File: config.mk
export PLATFORM = sky130hd
export DESIGN_NAME = point_dispatcher
export DESIGN_NICKNAME = d
export VERILOG_FILES = /design/src/rtl/point_dispatcher.sv
export SDC_FILE = /design/constraint.sdc
export NUM_CORES = 1
export LEC_CHECK = 0
export BUFFER_PORTS_ARGS = -buffer_cell sky130_fd_sc_hd__clkbuf_2
export CAP_MARGIN = 10
export CORE_AREA = 4 4 93 95
export CTS_BUF_LIST = sky130_fd_sc_hd__clkbuf_8
export DETAILED_ROUTE_END_ITERATION = 10
export DIE_AREA = 0 0 97 99
export PLACE_DENSITY_LB_ADDON = 0.08
export REMOVE_ABC_BUFFERS = 1
export SLEW_MARGIN = 10
export SYNTH_ARGS = -nofsm -noshare
export SYNTH_HDL_FRONTEND = slang
export SYNTH_SLANG_ARGS = --single-unit
File: constraint.sdc
create_clock -name CLK -period 3.1 [get_ports CLK]
set_input_delay 0.465 -clock CLK [delete_from_list [all_inputs] [get_ports CLK]]
set_output_delay 0.465 -clock CLK [all_outputs]
set_load 0.02 [all_outputs]
File: src/rtl/point_dispatcher.sv
// Raster-order frame driver for one Mandelbrot point generator: issues a start per pixel, captures the iteration count, writes it out.
// Latency: 3 cycles per pixel (START, WAIT, WRITE) with immediate generator ready and ack; pixels are not overlapped.
// Backpressure: waits indefinitely on pg_ready and on pix_ack, holding the pixel write stable; abort cancels at any point.
module point_dispatcher #(
    parameter int WIDTH  = 640,
    parameter int HEIGHT = 480,
    parameter int HBI    = 32
) (
    input  logic           CLK,
    input  logic           RST,
    input  logic           frame_start,
    input  logic           abort,
    output logic           busy,
    output logic           frame_done,
    output logic           pg_start,
    output logic [11:0]    pg_x,
    output logic [11:0]    pg_y,
    input  logic           pg_ready,
    input  logic [HBI-1:0] pg_iteration,
    output logic           pix_valid,
    output logic [11:0]    pix_x,
    output logic [11:0]    pix_y,
    output logic [HBI-1:0] pix_data,
    input  logic           pix_ack
);

    localparam logic [11:0] X_LAST = 12'(WIDTH - 1);
    localparam logic [11:0] Y_LAST = 12'(HEIGHT - 1);

    typedef enum logic [2:0] {
        S_IDLE  = 3'd0,
        S_START = 3'd1,
        S_WAIT  = 3'd2,
        S_WRITE = 3'd3,
        S_DONE  = 3'd4
    } state_t;

    state_t           r_state;
    state_t           w_next;
    logic [11:0]      r_x;
    logic [11:0]      r_y;
    logic [11:0]      w_x_next;
    logic [11:0]      w_y_next;
    logic             w_capture;

    logic             r_busy;
    logic             r_frame_done;
    logic             r_pg_start;
    logic             r_pix_valid;
    logic [11:0]      r_pix_x;
    logic [11:0]      r_pix_y;
    logic [HBI-1:0]   r_pix_data;

    // Next-state, counter advance and capture decision; abort overrides everything outside IDLE.
    always_comb begin
        w_next    = r_state;
        w_x_next  = r_x;
        w_y_next  = r_y;
        w_capture = 1'b0;
        unique case (r_state)
            // DONE already counts as idle for a new request so a back-to-back frame is not lost.
            S_IDLE, S_DONE: begin
                if (frame_start) begin
                    w_next   = S_START;
                    w_x_next = '0;
                    w_y_next = '0;
                end else begin
                    w_next = S_IDLE;
                end
            end
            // pg_ready is stale during START, so it is never looked at here.
            S_START: w_next = S_WAIT;
            S_WAIT: begin
                if (pg_ready) begin
                    w_next    = S_WRITE;
                    w_capture = 1'b1;
                end
            end
            S_WRITE: begin
                if (pix_ack) begin
                    if (r_x < X_LAST) begin
                        w_x_next = r_x + 12'd1;
                        w_next   = S_START;
                    end else if (r_y < Y_LAST) begin
                        w_x_next = '0;
                        w_y_next = r_y + 12'd1;
                        w_next   = S_START;
                    end else begin
                        w_next = S_DONE;
                    end
                end
            end
            default: w_next = S_IDLE;
        endcase
        if (abort && (r_state != S_IDLE)) begin
            w_next    = S_IDLE;
            w_x_next  = r_x;
            w_y_next  = r_y;
            w_capture = 1'b0;
        end
    end

    // State, counters and registered outputs, all derived from the next state so each output matches its state.
    always_ff @(posedge CLK or posedge RST) begin
        if (RST) begin
            r_state      <= S_IDLE;
            r_x          <= '0;
            r_y          <= '0;
            r_busy       <= 1'b0;
            r_frame_done <= 1'b0;
            r_pg_start   <= 1'b0;
            r_pix_valid  <= 1'b0;
            r_pix_x      <= '0;
            r_pix_y      <= '0;
            r_pix_data   <= '0;
        end else begin
            r_state      <= w_next;
            r_x          <= w_x_next;
            r_y          <= w_y_next;
            r_busy       <= (w_next == S_START) || (w_next == S_WAIT) || (w_next == S_WRITE);
            r_frame_done <= (w_next == S_DONE);
            r_pg_start   <= (w_next == S_START);
            r_pix_valid  <= (w_next == S_WRITE);
            if (w_capture) begin
                r_pix_x    <= r_x;
                r_pix_y    <= r_y;
                r_pix_data <= pg_iteration;
            end
        end
    end

    assign busy       = r_busy;
    assign frame_done = r_frame_done;
    assign pg_start   = r_pg_start;
    assign pg_x       = r_x;
    assign pg_y       = r_y;
    assign pix_valid  = r_pix_valid;
    assign pix_x      = r_pix_x;
    assign pix_y      = r_pix_y;
    assign pix_data   = r_pix_data;

endmodule

== Yosys cells after proc, flatten, opt, wreduce, memory -nomap -nowiden ==
Cells that the tools add are included.

* Bits in registers: 87
* Bits of input ports: 38
* Output and inout port bits: 84
* Word-level logic and storage cells: 56

* Add/subtract/negate cells: 2
* Order comparisons: 2
* Equal/unequal tests: 13
* Multiplexer cells: 19
* Bitwise gates (word level): 1
* Reduce and logical (&&, ||, !) cells: 9

{| class="wikitable"
|+ Operators with widths
! kind !! count
|-
| 2-to-1 mux 12 bit || 7
|-
| case mux 12 bit (2 select lines) || 2
|-
| adder 12 x 1 -> 12 bit, second input constant || 2
|-
| 2-to-1 mux 3 bit || 5
|-
| == test 3 x 2 -> 1 bit, second input constant || 4
|-
| less-than comparator 12 x 10 -> 1 bit, second input constant || 1
|-
| less-than comparator 12 x 9 -> 1 bit, second input constant || 1
|-
| case mux 3 bit (4 select lines) || 1
|-
| inequality test 2 bit, second input constant || 4
|-
| == test 3 x 1 -> 1 bit, second input constant || 2
|-
| == test 3 bit, second input constant || 2
|-
| AND reduction 6 bit || 1
|-
| AND reduction 5 bit || 1
|-
| 2-to-1 mux 1 bit || 4
|-
| logical NOT 3 bit || 1
|-
| inequality test 3 bit, second input constant || 1
|-
| nonzero test 3 bit || 1
|-
| logical OR 1 bit || 2
|-
| nonzero test 2 bit || 1
|-
| OR reduction 2 bit || 1
|-
| logical AND 1 bit || 1
|-
| inverter 1 bit || 1
|}

== Longest topological paths before layout ==
Gate-level depths: netlist of run 1.

* Depth after elaboration: 9
* Gate-level depth with buffers: 8

== Least setup slack after synthesis of run 1 ==
No wires, ideal clock.

* Path kind: reg2reg
* Start point: register r_x[0] (netlist: pg_x[0])
* End point: register r_busy (netlist: busy)
* Arrival time: 1,793 ps
* Data required time: 2,980 ps
* Path slack: 1,187 ps
* Cell stages (with the launch flop): 7
* Path buffers: 0
* Path through: dfrtp_1 -> ha_1 -> and3_4 -> and3_2 -> o211ai_2 -> or3_1 -> a41o_1

* Longest elaborated chain between the ends: 8

{| class="wikitable"
|+ Ends and longest elaborated chain
! item !! RTL line !! source
|-
| from (decl) || 40 || <nowiki>logic [11:0] r_x;</nowiki>
|-
| from (signal assigned) || 118 || <nowiki>r_x <= w_x_next;</nowiki>
|-
| less-than comparator 12 x 10 -> 1 bit (*) || 81 || <nowiki>if (r_x < X_LAST) begin</nowiki>
|-
| 2-to-1 mux 3 bit (*) || 81 ||
|-
| 2-to-1 mux 3 bit (*) || 80 || <nowiki>if (pix_ack) begin</nowiki>
|-
| case mux 3 bit (4 select lines) (*) || 60 || <nowiki>unique case (r_state)</nowiki>
|-
| 2-to-1 mux 3 bit (*) || 95 || <nowiki>if (abort && (r_state != S_IDLE)) begin</nowiki>
|-
| == test 3 x 1 -> 1 bit or == test 3 x 2 -> 1 bit (tied branches) || 120 || <nowiki>r_busy <= (w_next == S_START) || (w_next == S_WAIT) || (w_next == S_WRITE);</nowiki>
|-
| logical OR 1 bit || 120 ||
|-
| logical OR 1 bit (*) || 120 ||
|-
| to (signal assigned) || 120 ||
|-
| to (decl) || 46 || <nowiki>logic r_busy;</nowiki>
|}

Every way passes the cells marked *; elsewhere a longest branch is shown, timed or not.
A chain may end at the register's enable or synchronous reset.

== Final worst setup path of run 1 ==
* Start point: register r_x[0] (netlist: pg_x[0])
* End point: register r_x[8] (netlist: pg_x[8])

* Longest elaborated chain between the ends: 4

{| class="wikitable"
|+ Ends and longest elaborated chain
! item !! RTL line
|-
| adder 12 x 1 -> 12 bit or less-than comparator 12 x 10 -> 1 bit (tied branches) || 82, 81
|-
| 2-to-1 mux 12 bit || 81
|-
| 2-to-1 mux 12 bit || 80
|-
| case mux 12 bit (2 select lines) || 60
|}

Several ways; a longest one is shown, not always the timed one. The select of a mux whose other input is x is not followed.

==> results by stage, run 1 <==
Clock tree:
- TritonCTS built the clock tree.
- The clock tree root buffer cell is sky130_fd_sc_hd__clkbuf_8.
- The number of buffers inserted to repair setup after CTS is 0.
- In this run the number of H-tree levels came out at 3.
- The number of gates resized after CTS was 0.
- The clock network latency to the later pin of the worst-skew pair is ~0.35 ns.
- The clock passes through at most 2 buffers.
- Clock-pin slew was measured on the worst setup and hold paths at 0.09 ns.
- The clock drives 87 sinks.
- In this run, CTS created clock tree buffers numbering 9.
- The number of buffers inserted for hold repair after clock tree synthesis is 0.

Yosys:
- sky130_fd_sc_hd__dfrtp_1 is the most common cell in the netlist.
- After synthesis, the most frequently instantiated cells are 87 x sky130_fd_sc_hd__dfrtp_1, 50 x sky130_fd_sc_hd__mux2_2, 21 x sky130_fd_sc_hd__nand2_1.
- The count of mapped cells out of synthesis is 315.
- After synthesis, flip-flops and latches occupy between 50% and 60% of the total area.
- The portion of synthesized cell area occupied by the leading cell type is between 50% and 60%.
- Of all cell types, the one taking the most synthesized area is sky130_fd_sc_hd__dfrtp_1.
- Synthesis inferred slightly below 90 register bits.
- The predominant post-synthesis flop cell is sky130_fd_sc_hd__dfrtp_1.
- The mapped netlist covers 3820 µm².
- Sorting the synthesized cells by area gives the leading types as sky130_fd_sc_hd__dfrtp_1 57%, sky130_fd_sc_hd__mux2_2 15%, sky130_fd_sc_hd__nand2_1 2.1%.
- Yosys mapped the design onto 49 distinct sky130hd cell types.
- In the synthesized netlist the async set-or-reset flop fraction comes to 100%.
- Yosys printed 0 warnings.
- Counting flops with a built-in enable in the synthesized netlist gives 0.
- Averaged over all synthesized cells, the footprint is around 12 µm².

Outcome:
- The flow ran to the end, and the final reports show no timing, DRC or antenna violations.

Drt:
- After detailed routing, the number of vias per cell comes to 5.33.
- Wires add up to approximately 8.3 mm.
- The detailed-route wire length per cell is around 15 µm.
- For this run, design rule violations remaining after detail routing come to 0.
- The via count is between 2k and 3k.
- In this run the remaining antenna-violating nets after routing total 0.
- The DRC violation total after the first TritonRoute iteration is 136.
- For this run, the detailed router's first-pass iteration total came to 4.

Layout:
- The fraction of layout cells with a size suffix above 1 is around 46%.
- After filler insertion, the fill cell instance count of the layout stands at 677.
- The count of inserted antenna diode cells is 0.
- The sequential cell area is around 2200 µm².
- The total area of multi-input combinational cells is 1510 µm².
- The post-route standard cell area excluding fillers is roughly 4700 µm².
- The area growth from synthesis to layout is 22.4%.
- The count of nets after finishing is about 480.

Timing:
- Subtracting the final worst setup slack from the clock period gives roughly 2.0 ns.
- The worst setup skew after layout is ~0.013 ns.
- The final hold violation count is 0.
- Setup violations remaining at the end of the flow were counted as 0.
- The setup TNS after final layout is 0 ns.
- Setup repair after global routing left no endpoint under its margin.
- The fmax is slightly above 500 MHz.
- The headroom to the max-slew limit is 62.1%.
- In the finished design, the share of the clock period the worst path needs comes to between 60% and 70%.
- The max-slew violation count was 0.
- The actual transition at the worst max-transition pin is 0.563 ns.

Global route:
- The total overflow left after global routing is 0.
- The number of global-route vias before repair is approximately 2.9k.
- The overall track demand over capacity in global routing is between 15 and 20%.
- Entering global routing, the biggest net connects between 50 and 60 pins.
- The number of antenna violations at the first check in global routing is 0.
- The wire length of the first global-routing pass is between 10 and 15 mm.

Placed design:
- Port buffering added roughly 120 buffers.
- The congestion estimate from routability-driven global placement came to between 0.8 and 0.9.
- After detailed placement, the total cell area comes to between 4000 and 5000 µm².
- Detailed placement finished with a half-perimeter wire length of approximately 6.2 mm.

Die:
- The die extent in x is 97 µm.
- After floorplanning, the core was sized to cover just under 8000 µm².
- The vertical die dimension is between 90 and 100 µm.
- The die outline area is 9600 µm².
- The number of core rows is 32.
- Once the floorplan was initialized, standard cells occupied 49.5% of the core.
- The top-level port count is 122.

Worst setup path:
- The type of element launching the critical path is a flip-flop.
- Among all stages on the critical path, the largest delay is contributed by sky130_fd_sc_hd__dfrtp_1.
- The critical setup path kind is reg -> reg.
- Of all nets on the critical path, the largest fanout is 7.
- At the worst endpoint, the required time is between 3 and 4 ns.
- For this run, the slowest stage of the critical path takes 0.44 ns.
- The data arrival at the endpoint of the critical path is ~2.2 ns.
- Traced cell by cell, the critical path runs through ha_1 -> and3_4 -> nand3_2 -> and3_1 -> o21ai_4 -> a221o_1.
- The type of destination of the critical path is a flip-flop.

Worst hold path:
- The worst min-delay path class is in -> async.

Flow run:
- The tool flagged a number of max-cap violations equal to 0.

Power and ir drop:
- The worst-case IR drop observed on VDD is 491 µV.
- The power density over the cells is about 700 nW/µm².
- Summed over all cells, the static leakage comes to about 0.0024 µW.
per-stage QoR:
stage	cells	total power, µW	hold WS [ns]	setup slack (ns)	util, %
3_5_place_dp	526	2610	0.469	1.16	58.2
3_3_place_gp	526	2590	0.466	1.20	58.2
5_1_grt	541	3490	0.157	0.985	60.5
4_1_cts	541	3340	0.141	1.14	60.5
2_1_floorplan	300	2240	0.538	-0.0484	-
6_report	541	3290	0.122	1.13	60.5
worst max-delay path: cells and delay by family (launching register included):
| family | cells | cell delay [ns] |
|---|---|---|
| AOI/OAI and AO/OA | 2 | 0.46 |
| adders and majority gates | 1 | 0.25 |
| DFF | 1 | 0.44 |
| and+or+nand+nor | 3 | 0.71 |
area by class of cell:
class,instances,share of cell area (%)
clock buffers,11,3.24
clock inverters,4,0.615
inverters,10,0.829
multi-input cells,203,32.4
flip-flops and latches,87,46.5
well taps,102,2.73
repair buffers,124,13.7
state kept, by name (all words and copies together) (netlist names):
register,count
frame_done,1
pix_y,12
pg_x,12
busy,1
pg_y,12
pix_valid,1
pg_start,1
pix_x,12
pix_data,32
r_state,3
metal layers:
layer	vias up	global-route usage [%]	part of all wire [%]
li1	1381	-	-
met4	0	6.70	1.7
met1	1397	22.4	43
met5	-	0	0
met2	90	29.7	49
met3	13	4.32	6.1
cells by family (layout without fill, tap and decap cells):
family                     after synthesis  in the layout  synth area share [%]
AOI/OAI and AO/OA                       61             61                  11.2
adders and majority gates                2              2                 0.655
muxes                                   53             53                  15.5
and+or+nand+nor                         87             87                  12.2
buffers and inverters                   25            149                  3.44
DFF                                     87             87                  57.0
cells in the final DEF (no fill, tap or decap), drive strengths merged, types with 3 or more instances in the layout:
| cell type | Yosys | layout |
|---|---|---|
| mux2i | 3 | 3 |
| nor2 | 13 | 13 |
| o2111ai | 5 | 5 |
| clkbuf | 3 | 132 |
| mux2 | 50 | 50 |
| a41oi | 5 | 5 |
| o21ai | 18 | 18 |
| a21oi | 11 | 11 |
| dfrtp | 87 | 87 |
| inv | 10 | 10 |
| nand2b | 4 | 4 |
| and2 | 7 | 7 |
| nand3 | 14 | 14 |
| and3 | 9 | 9 |
| o211ai | 6 | 6 |
| buf | 12 | 3 |
| nand2 | 21 | 21 |
| nor3 | 7 | 7 |
| a31oi | 6 | 6 |
| or3 | 3 | 3 |
path summary, 6_finish.rpt:
| check | start | slack, ns | cells past startpoint | end |
|---|---|---|---|---|
| max in group asynchronous | RST | 2.28 | 3 | pg_y[9] |
| min in group CLK | pg_iteration[17] | 0.34 | 2 | pix_data[17] |
| min | RST | 0.12 | 2 | pix_data[13] |
| min reg2reg | pix_x[9] | 0.48 | 2 | pix_x[9] |
| max | pg_x[0] | 1.13 | 6 | pg_x[8] |
| max reg2reg | pg_x[0] | 1.13 | 6 | pg_x[8] |
report_power, final:
| part | switching, µW | internal (µW) |
|---|---|---|
| Sequential | 125 | 1370 |
| Clock | 393 | 332 |
| Combinational | 647 | 422 |
| Total | 1160 | 2130 |
Power figures use the tool's default switching activity.
==> run 2, diff against run 1 <==
clock period = 1.88 ns   (was 3.1 ns; I/O delays follow)
==> results by stage, run 2 (synthesized netlist as in run 1, its figures left out) <==
Outcome:
- The flow ran to the end, and the final reports show no timing, DRC or antenna violations.

Layout:
- The post-route netlist has roughly 50% of its cells at a drive strength greater than 1.
- The repair_antennas step left the layout with diodes totalling 0.
- The post-route standard cell area excluding fillers is slightly below 5000 µm².
- Leaving out fill and tap cells, the most frequent cells in the layout are 121 x sky130_fd_sc_hd__clkbuf_2, 86 x sky130_fd_sc_hd__dfrtp_1, 50 x sky130_fd_sc_hd__mux2_2, 28 x sky130_fd_sc_hd__buf_4, 21 x sky130_fd_sc_hd__nand2_1.
- The count of nets after finishing is between 500 and 600.
- Relative to the synthesized area, the layout overhead comes to 29.7%.
- The most common cell after layout, fill and taps aside is sky130_fd_sc_hd__clkbuf_2.
- The number of flip-flops in the largest register is 32.
- The filler cell count is between 600 and 700.
- The utilization after layout is between 60 and 70%.

Power and ir drop:
- The internal portion of the total power is 3530 µW.
- In this run the power spent charging and discharging nets is just under 2000 µW.
- After layout, the design draws a total of between 5000 and 6000 µW.
- Of the total power, combinational logic draws between 30% and 40%.
- The highest ir drop seen on vdd is a little over 800 µV.
- For this design the static power due to leakage is 0.00253 µW.
- Dividing total power by cell area gives a power density of 1110 nW/µm².
- The clock share of power is 20.9%.
- The portion of total power attributed to sequential cells is 44.6%.
- Net switching is ~36% of the power.

Timing:
- The max-slew violation count came to 0.
- The final setup violation count is 0.
- The minimum clock period after layout is between 1.5 and 2 ns.
- The headroom to the max-slew limit is 67.5%.
- The final hold violation count is 0.
- The clock arrives with between 0.007 and 0.008 ns of skew.
- After layout, the worst path uses between 90% and 100% of the clock period.
- Setup repair after global routing left no endpoint under its margin.
- The actual transition at the worst max-transition pin is ~0.5 ns.
- Derived from the worst setup path, the maximum achievable clock frequency is roughly 560 MHz.

Die:
- Measured along the y axis, the die boundary spans approximately 99 µm.
- The floorplan step set the die width to 97 µm.
- The area of the core is 7730 µm².
- The effective utilization at floorplan is about half.
- The top-level port count is 122.
- The floorplan step defined a die boundary enclosing ~9600 µm².
- The floorplan has 32 rows.

Drt:
- Summed over all layers, the routed wires come to 8.68 mm.
- In the detailed route, the total length drawn on met2 is 4.21 mm.
- The remaining antenna violation count is 0.
- In the detailed route, the total length drawn on met3 is slightly above 500 µm.
- The routed layout has about 3k vias.
- The pre-antenna-repair detailed-routing pass consisted of 5 iterations.
- In the final routed layout, each cell accounts on average for about 15 µm.
- For this block, wires on met1 add up to roughly 3.8 mm.
- The DRC violation total after the first TritonRoute iteration is around 200.
- The highest layer used for signal routing is met4.
- Dividing the detail-routed via count by the number of cells gives around 5.3.
- After detailed routing, the number of remaining DRC violations is 0.

Worst setup path:
- The signal on the critical path passes through ha_2 -> and3_4 -> and3_4 -> o211ai_2 -> or3_1 -> a41o_1.
- The path length in cells of the critical path is 6.
- For this run, the slowest stage of the critical path takes between 0.3 and 0.4 ns.
- The critical path ends at busy.
- The most common cell type on the critical path is sky130_fd_sc_hd__and3_4.
- Measured in cells, the most critical reg-to-reg path has a length of 6.
- The required time at the worst-slack endpoint is 2.12 ns.
- The type of destination of the critical path is a flip-flop.
- The start of the worst register-to-register path is pg_x[0].
- Together, buffers and inverters on the worst path number 0.
- The maximum net fanout on the critical path is 6.
- The type of element launching the critical path is a flip-flop.
- The family with the most delay on the worst path is simple AND/OR/NAND/NOR gates.
- The data arrival at the endpoint of the critical path is 2.03 ns.
- The slack of the worst reg-to-reg path is ~0.092 ns.
- The worst register-to-register path ends at busy.
- Tracing the worst setup path back leads to its startpoint at pg_x[0].
- The critical setup path kind is reg -> reg.
- Among all stages on the critical path, the largest delay is contributed by sky130_fd_sc_hd__dfrtp_1.

Clock tree:
- The clock network latency to the later pin of the worst-skew pair is approximately 0.35 ns.
- CTS saw 87 sinks.
- The number of H-tree branching levels is 3.
- The number of buffers inserted during clock tree synthesis is 9.
- The clock-pin slew reported for the worst setup and hold paths after clock tree synthesis is roughly 0.09 ns.
- TritonCTS built the clock tree.
- The tree is rooted in a sky130_fd_sc_hd__clkbuf_8.
- The longest clock path from root to sink contains 2 buffers.

Global route:
- The sum of overflow across all layers after global routing is 0.
- The maximum number of pins on one net before global-route repair is 48.
- The first global-routing pass estimated about 15 mm of wire.
- The number of antenna violations at the first check in global routing is 0.
- Global routing consumed, over all layers together, 18.7% of the routing resources.
- The number of global-route vias before repair was 2979.

Placed design:
- The congestion estimate from routability-driven global placement came to slightly below 0.9.
- The placed instances occupy a cell area of between 4000 and 5000 µm².
- Once detailed placement completed, the half-perimeter wirelength came to approximately 6.5 mm.
- Buffers placed on the I/O ports in this run total approximately 120.

Flow run:
- The max-cap violation count is 0.

Worst hold path:
- The tightest min-delay check is of the in -> reg type.
run 2: worst min path at each step:
stage	depth (start not counted)	start	slack, ns	end
6_report	2	pg_iteration[5]	0.15	pix_data[5]
5_1_grt	2	pg_iteration[8]	0.13	pix_data[8]
4_1_cts	2	pg_iteration[20]	0.13	pix_data[20]
3_5_place_dp	3	RST	0.32	pix_data[6]
3_3_place_gp	3	RST	0.32	pix_data[12]
2_1_floorplan	1	abort	0.36	frame_done
run 2: metal layers:
| metal | up-vias | global-route usage, % |
|---|---|---|
| met5 | - | 0 |
| met4 | 0 | 7.24 |
| met3 | 19 | 4.25 |
| met2 | 109 | 30.5 |
| met1 | 1440 | 24.5 |
| li1 | 1446 | - |
run 2: power groups by stage:
stage	sequential [µW]	clock [µW]	combinational [µW]
2_1_floorplan	2980	0	713
3_3_place_gp	2480	0	1880
3_5_place_dp	2500	0	1900
4_1_cts	2460	1190	1910
5_1_grt	2510	1300	2050
6_report	2460	1150	1900
run 2: cell type report:
cell class | count | area, µm² | area share (%)
Sequential cell | 87 | 2180 | 43.9
Multi-Input combinational cell | 203 | 1550 | 31.3
Timing Repair Buffer | 153 | 886 | 17.9
Tap cell | 102 | 128 | 2.57
Clock buffer | 9 | 124 | 2.50
Clock inverter | 7 | 50.0 | 1.01
Inverter | 10 | 38.8 | 0.782
run 2: repair_timing:
item,4_1_cts,5_1_grt
buffers inserted,0,1
hold endpoints to repair,47,0
setup endpoints to repair,0,20
gates resized for setup,0,9
hold buffers,1,0
run 2: worst reg2reg max path, stage by stage (launching register included):
cell,delay (ns)
sky130_fd_sc_hd__dfrtp_1,0.36
sky130_fd_sc_hd__ha_2,0.20
sky130_fd_sc_hd__and3_4,0.22
sky130_fd_sc_hd__and3_4,0.22
sky130_fd_sc_hd__o211ai_2,0.11
sky130_fd_sc_hd__or3_1,0.31
sky130_fd_sc_hd__a41o_1,0.25
run 2: metrics by stage:
stage,instances,hold WS (ns),setup TNS [ns],setup WS [ns]
finish,571,0.150,0,0.0922
global route,571,0.127,0,0.00311
CTS,570,0.134,0,0.000456
detailed placement,553,0.323,0,0.0150
global placement,553,0.324,0,0.0620
floorplan,300,0.355,-123.47,-1.22
